**src/rtl/note_lane_renderer_pkg.sv**
```systemverilog
// Shared definitions for the lane/marker renderers: colours, screen bounds, FSM states.
package note_lane_renderer_pkg;

    localparam logic [2:0] BLACK  = 3'b000;
    localparam logic [2:0] RED    = 3'b100;
    localparam logic [2:0] YELLOW = 3'b110;
    localparam logic [2:0] GREEN  = 3'b010;
    localparam logic [2:0] BLUE   = 3'b001;

    localparam int unsigned SCREEN_W = 160;
    localparam int unsigned SCREEN_H = 120;

    typedef enum logic [1:0] {
        S_IDLE,
        S_SCAN,
        S_FIN
    } lane_state_t;

    // Erase beats everything; red beats yellow; an empty slot is black.
    function automatic logic [2:0] slot_colour(input logic erase, input logic red, input logic yellow);
        if (erase)
            return BLACK;
        else if (red)
            return RED;
        else if (yellow)
            return YELLOW;
        return BLACK;
    endfunction

endpackage

```
**src/rtl/note_lane_renderer_square_scan.sv**
```systemverilog
// Raster walker for one SQ_SIZE x SQ_SIZE square: dx runs fastest, dy on dx wrap.
module square_scan #(
    parameter int unsigned SQ_SIZE = 4
) (
    input  logic       clk,
    input  logic       resetn,
    input  logic       clear,
    input  logic       enable,
    output logic [2:0] dx,
    output logic [2:0] dy,
    output logic       last_pixel
);

    localparam logic [2:0] EDGE_MAX = 3'(SQ_SIZE - 1);

    assign last_pixel = (dx == EDGE_MAX) && (dy == EDGE_MAX);

    // Advance one pixel per enabled cycle; wraps back to (0,0) after the last pixel.
    always_ff @(posedge clk or negedge resetn) begin
        if (!resetn) begin
            dx <= '0;
            dy <= '0;
        end else if (clear) begin
            dx <= '0;
            dy <= '0;
        end else if (enable) begin
            if (dx == EDGE_MAX) begin
                dx <= '0;
                dy <= (dy == EDGE_MAX) ? 3'd0 : dy + 3'd1;
            end else begin
                dx <= dx + 3'd1;
            end
        end
    end

endmodule

```
**src/rtl/note_lane_renderer.sv**
```systemverilog
// Note-lane drawer: walks NUM_SLOTS squares pixel by pixel into the VGA adapter,
// with a start/busy/done handshake for the game controller.
module note_lane_renderer
    import note_lane_renderer_pkg::*;
#(
    parameter int unsigned NUM_SLOTS  = 10,
    parameter int unsigned SQ_SIZE    = 4,
    parameter int unsigned X_ORIGIN   = 10,
    parameter int unsigned X_PITCH    = 10,
    parameter int unsigned Y_ROW      = 112,
    parameter int unsigned SKIP_EMPTY = 0
) (
    input  logic                 clk,
    input  logic                 resetn,
    input  logic                 start,
    input  logic                 erase,
    input  logic [NUM_SLOTS-1:0] red_seq,
    input  logic [NUM_SLOTS-1:0] yellow_seq,
    output logic                 busy,
    output logic                 done,
    output logic                 plot,
    output logic [7:0]           x,
    output logic [6:0]           y,
    output logic [2:0]           colour
);

    localparam int unsigned SW = (NUM_SLOTS > 1) ? $clog2(NUM_SLOTS) : 1;

    if (X_ORIGIN + (NUM_SLOTS - 1) * X_PITCH + SQ_SIZE - 1 > SCREEN_W - 1) begin : g_x_range
        $error("note_lane_renderer: rightmost square exceeds screen width");
    end
    if (Y_ROW + SQ_SIZE - 1 > SCREEN_H - 1) begin : g_y_range
        $error("note_lane_renderer: square row exceeds screen height");
    end
    if (SQ_SIZE < 1 || SQ_SIZE > 8 || X_PITCH < SQ_SIZE) begin : g_sq_range
        $error("note_lane_renderer: SQ_SIZE must be 1..8 and X_PITCH >= SQ_SIZE");
    end

    lane_state_t          state_q, state_d;
    logic [SW-1:0]        slot_q, slot_d;
    logic [NUM_SLOTS-1:0] red_q, yellow_q;
    logic                 erase_q;
    logic [2:0]           dx, dy;
    logic                 last_pixel;
    logic                 accept, skip, last_slot, scan_en;
    logic                 busy_d, done_d, plot_d;
    logic [7:0]           x_d;
    logic [6:0]           y_d;
    logic [2:0]           colour_d;

    assign accept    = (state_q == S_IDLE) && start;
    assign last_slot = (slot_q == SW'(NUM_SLOTS - 1));
    assign skip      = (SKIP_EMPTY != 0) && !erase_q && !red_q[slot_q] && !yellow_q[slot_q];
    assign scan_en   = (state_q == S_SCAN) && !skip;

    square_scan #(.SQ_SIZE(SQ_SIZE)) u_scan (
        .clk        (clk),
        .resetn     (resetn),
        .clear      (accept),
        .enable     (scan_en),
        .dx         (dx),
        .dy         (dy),
        .last_pixel (last_pixel)
    );

    // State register, latched pass inputs and registered VGA outputs.
    always_ff @(posedge clk or negedge resetn) begin
        if (!resetn) begin
            state_q  <= S_IDLE;
            slot_q   <= '0;
            red_q    <= '0;
            yellow_q <= '0;
            erase_q  <= 1'b0;
            busy     <= 1'b0;
            done     <= 1'b0;
            plot     <= 1'b0;
            x        <= '0;
            y        <= '0;
            colour   <= '0;
        end else begin
            state_q <= state_d;
            slot_q  <= slot_d;
            if (accept) begin
                red_q    <= red_seq;
                yellow_q <= yellow_seq;
                erase_q  <= erase;
            end
            busy   <= busy_d;
            done   <= done_d;
            plot   <= plot_d;
            x      <= x_d;
            y      <= y_d;
            colour <= colour_d;
        end
    end

    // Next state, slot advance and next output values.
    always_comb begin
        state_d  = state_q;
        slot_d   = slot_q;
        busy_d   = 1'b0;
        done_d   = 1'b0;
        plot_d   = 1'b0;
        x_d      = x;
        y_d      = y;
        colour_d = colour;
        case (state_q)
            S_IDLE: begin
                if (start) begin
                    state_d = S_SCAN;
                    slot_d  = '0;
                end
            end
            S_SCAN: begin
                busy_d = 1'b1;
                if (!skip) begin
                    plot_d = 1'b1;
                    // 8-bit wrap-around sum equals the 9-bit sum truncated to 8 bits.
                    x_d      = 8'(X_ORIGIN) + 8'(slot_q) * 8'(X_PITCH) + 8'(dx);
                    y_d      = 7'(Y_ROW) + 7'(dy);
                    colour_d = slot_colour(erase_q, red_q[slot_q], yellow_q[slot_q]);
                end
                if (skip || last_pixel) begin
                    if (last_slot)
                        state_d = S_FIN;
                    else
                        slot_d = slot_q + SW'(1);
                end
            end
            S_FIN: begin
                done_d  = 1'b1;
                state_d = S_IDLE;
            end
            default: state_d = S_IDLE;
        endcase
    end

endmodule
```
**config.mk**
```make
export PLATFORM = sky130hd
export DESIGN_NAME = note_lane_renderer
export DESIGN_NICKNAME = d
export VERILOG_FILES = /design/src/rtl/note_lane_renderer_pkg.sv /design/src/rtl/note_lane_renderer_square_scan.sv /design/src/rtl/note_lane_renderer.sv
export SDC_FILE = /design/constraint.sdc
export NUM_CORES = 1
export LEC_CHECK = 0
export CAP_MARGIN = 10
export CELL_PAD_IN_SITES_DETAIL_PLACEMENT = 1
export CELL_PAD_IN_SITES_GLOBAL_PLACEMENT = 2
export CORE_ASPECT_RATIO = 1.5
export CORE_MARGIN = 2
export CORE_UTILIZATION = 32
export DETAILED_ROUTE_END_ITERATION = 8
export PLACE_DENSITY = 0.9
export SLEW_MARGIN = 20
export SYNTH_ARGS = -nofsm -noshare
export SYNTH_HDL_FRONTEND = slang
export SYNTH_SLANG_ARGS = --single-unit
```
**constraint.sdc**
```tcl
create_clock -name clk -period 2.7 [get_ports clk]
set_input_delay 0.675 -clock clk [delete_from_list [all_inputs] [get_ports clk]]
set_output_delay 0.675 -clock clk [all_outputs]
set_load 0.01 [all_outputs]
```
==> results.md <==
- Status: completed
- Post-CTS setup buffers: 0
- Clock latency on the worst-skew pair: between 0.2 and 0.3 ns
- Root Driver: clkbuf_16
- Crit-path most repeated cell: ha_1
- Sequential share of the synthesized area: 0.487
- DRT antenna net count: 0
- Grt ovf: 0
- Cell Count, Final, Fillers Out: slightly above 400
- Drt pass-1 iters: 4
- Hold buffers post-CTS: 0
- Largest net degree at the start of global routing: 25
- Max-cap viol count: 0
- RSZ-0062 raised after global routing: no
- Asr flop ratio synth: 1.00
- DR WL/cell: around 13 microns
- H-tree depth: 2
- WS Path Type: flip-flop to flip-flop
- Critical Path Start Type: flip-flop
- Row Count: 39
- Post-Syn Area: between 2000 and 3000 sq um
- Post-route cell area: 3200 sq um
- CP cell instances: ha_1 -> ha_1 -> fa_1 -> or4b_1 -> or3_1 -> nand3_1
- Vias/cell: 4.71
- Synth Instances: 264
- Height of the die: between 100 and 150 microns
- CP delay by family, top: adder cells
- Initial antenna violation count: 0
- Worst slack, placed: between 0.3 and 0.4 ns
- Fmax: about 430 MHz
- Crit-path max cell delay: 0.53 ns
- Port bufs: 42
- YS warnings: 0
- Iter 0 DRT Violations: between 50 and 60
- Number of synthesized flops with an enable pin: 0
- CP Max Fanout: 4
- GRT Total Usage: 0.142
- Crit path time final: ~2.4 ns
- DRC: 0
- Core Util, Final: 0.420
- Reg2reg end: x[7]$_DFFE_PN0P_
- Setup WS post-layout: around 0.35 ns
- CTS Sinks: between 40 and 50
- Clock skew: ~0.0050 ns
- Filler cell count: ~900
- Crit end category: flip-flop
- Post-DP HPWL: ~4.2 mm
- CTS tree: built
- Fin crit share: 0.870
- Final setup viols: 0
- Hold Vio Cnt, Final: 0
- Final Wtd Congestion: about 0.75
- Placed Cells: between 300 and 400
- Power Dens Cells: 982 nW/um^2
- Flop2flop setup slack: between 0.3 and 0.4 ns
- Layout cells sized above 1: 0.0623
- Post-Route WL: 5.48 mm
- Post-synth top flop: dfrtp_1
- Top post-synthesis cells by area: dfrtp_1, nand2_1, ha_1, mux4_1, o21ai_0
- Clock buffer depth: 2
- R2r startpoint: slot_q[1]$_DFFE_PN0P_
- Core ar.: between 7000 and 8000 sq um
- Mean post-synth cell area: about 9.5 sq um
- Final Slew Violations: 0
- WP buf/inv: 0
- Initial core utilization: 0.331
- Leading area contributor after synthesis: dfrtp_1
- Hold Path Class: input pin to async pin
- Die width: 76.4 microns
- Top Ports: between 40 and 50
- Syn-to-layout area delta: 27.0%
- Worst-path clk slew: roughly 0.070 ns
- CP max-delay cell: or4b_1
- Worst EP required: a little under 3 ns
- CTS resizes: 0
- Synth top area share: 0.487
- Placed inst area: 3040 sq um
- Vias: approximately 1.9k
- Vias in the first global route: between 2k and 2.5k
- Synth unique cells: 45
- Arr. time, crit path: between 2 and 3 ns
- Layout Nets: approximately 340
- Setup TNS: 0 ns
- VDD IR max: ~0.36 mV
- First-pass GRT wire length: a little under 10 mm
- Die Area: ~8600 sq um
- # diodes: 0
- Flops & latches, synth: 49
- R2R depth: 6
- Num CTS Buffers: 5
- Leakage: between 0.0015 and 0.002 uW
==> Yosys cell counts, types with 2 or more instances <==
| cell type | instances |
|---|---|
| nand2_1 | 88 |
| dfrtp_1 | 49 |
| nand2b_1 | 6 |
| nor2b_1 | 5 |
| o31ai_1 | 5 |
| inv_1 | 11 |
| mux4_1 | 4 |
| ha_1 | 13 |
| nand3_1 | 6 |
| a21o_1 | 2 |
| or4_1 | 2 |
| nor2_1 | 6 |
| fa_1 | 2 |
| o21ai_0 | 12 |
| buf_4 | 5 |
| xnor2_1 | 3 |
| a21oi_1 | 6 |
| clkbuf_1 | 10 |
| mux2i_1 | 2 |
| buf_2 | 2 |
==> how the worst max path moves through the flow <==
| stage | start | end | slack, ns | cells past startpoint |
|---|---|---|---|---|
| 6_report | slot_q[1]$_DFFE_PN0P_ | x[7]$_DFFE_PN0P_ | 0.35 | 6 |
| 3_3_place_gp | slot_q[1]$_DFFE_PN0P_ | x[7]$_DFFE_PN0P_ | 0.43 | 6 |
| 2_1_floorplan | slot_q[1]$_DFFE_PN0P_ | x[7]$_DFFE_PN0P_ | 0.44 | 6 |
| 5_1_grt | slot_q[1]$_DFFE_PN0P_ | x[7]$_DFFE_PN0P_ | 0.22 | 6 |
| 4_1_cts | slot_q[1]$_DFFE_PN0P_ | x[7]$_DFFE_PN0P_ | 0.32 | 6 |
| 3_5_place_dp | slot_q[1]$_DFFE_PN0P_ | x[7]$_DFFE_PN0P_ | 0.34 | 6 |
==> cells in the final DEF (no fill, tap or decap), types with 6 or more instances in the layout <==
cell type        synthesis  routed
nand2b_1                 6       6
clkdlybuf4s50_1          0      41
a21oi_1                  6       6
ha_1                    13      13
nand3_1                  6       6
inv_1                   11      11
o21ai_0                 12      12
nor2_1                   6       6
dfrtp_1                 49      49
nand2_1                 88      88
buf_4                    5       8
==> stage by stage <==
step | hold WS (ns) | power, uW
6_report | 0.291 | 3140
5_1_grt | 0.314 | 3400
2_1_floorplan | 0.379 | 2040
4_1_cts | 0.303 | 3190
3_5_place_dp | 0.462 | 2530
3_3_place_gp | 0.450 | 2450
==> power breakdown <==
part,switching [uW],internal (uW),leakage [uW]
Clock,272,369,0.0000768
Sequential,149,1010,0.000618
Combinational,677,659,0.000817
Total,1100,2040,0.00151
==> kinds of logic after synthesis <==
group                    synth area share
AND/OR/NAND/NOR                     0.211
other                             0.00149
buffers and inverters              0.0562
XOR/XNOR                           0.0139
AO/OA/AOI/OAI                      0.0995
flip-flops                          0.487
adder cells (fa/ha/maj)            0.0806
multiplexers                       0.0497
==> worst reg2reg max path: stages, from the launching register on <==
cell	delay, ns
dfrtp_1	0.38
ha_1	0.30
ha_1	0.23
fa_1	0.44
or4b_1	0.53
or3_1	0.32
nand3_1	0.08
==> routing by layer <==
layer | up-vias | routed length, microns | track usage
met3 | 7 | 168 | 0.0193
met2 | 38 | 2990 | 0.263
met5 | - | 0 | 0
met4 | 0 | 84 | 0.0497
met1 | 918 | 2240 | 0.166
li1 | 953 | - | -
==> layout make-up <==
class / count / area (sq um) / share of cell area
timing repair buffer: 51 / 495 / 0.155
sequential: 49 / 1230 / 0.384
tap: 102 / 128 / 0.0399
clock buffer: 6 / 139 / 0.0435
clock inverter: 2 / 13.8 / 0.00431
multi-input combinational: 186 / 1150 / 0.361
inverter: 11 / 41.3 / 0.0129
==> registers in the layout, indices dropped and copies added (netlist names) <==
| name | count |
|---|---|
| red_q | 10 |
| yellow_q | 10 |
| x | 8 |
| slot_q | 4 |
| y | 4 |
| u_scan.dx | 3 |
| u_scan.dy | 3 |
| colour | 2 |
| state_q | 2 |
| done | 1 |
| erase_q | 1 |
| plot | 1 |
No activity file was read; power rests on OpenSTA's default activity.
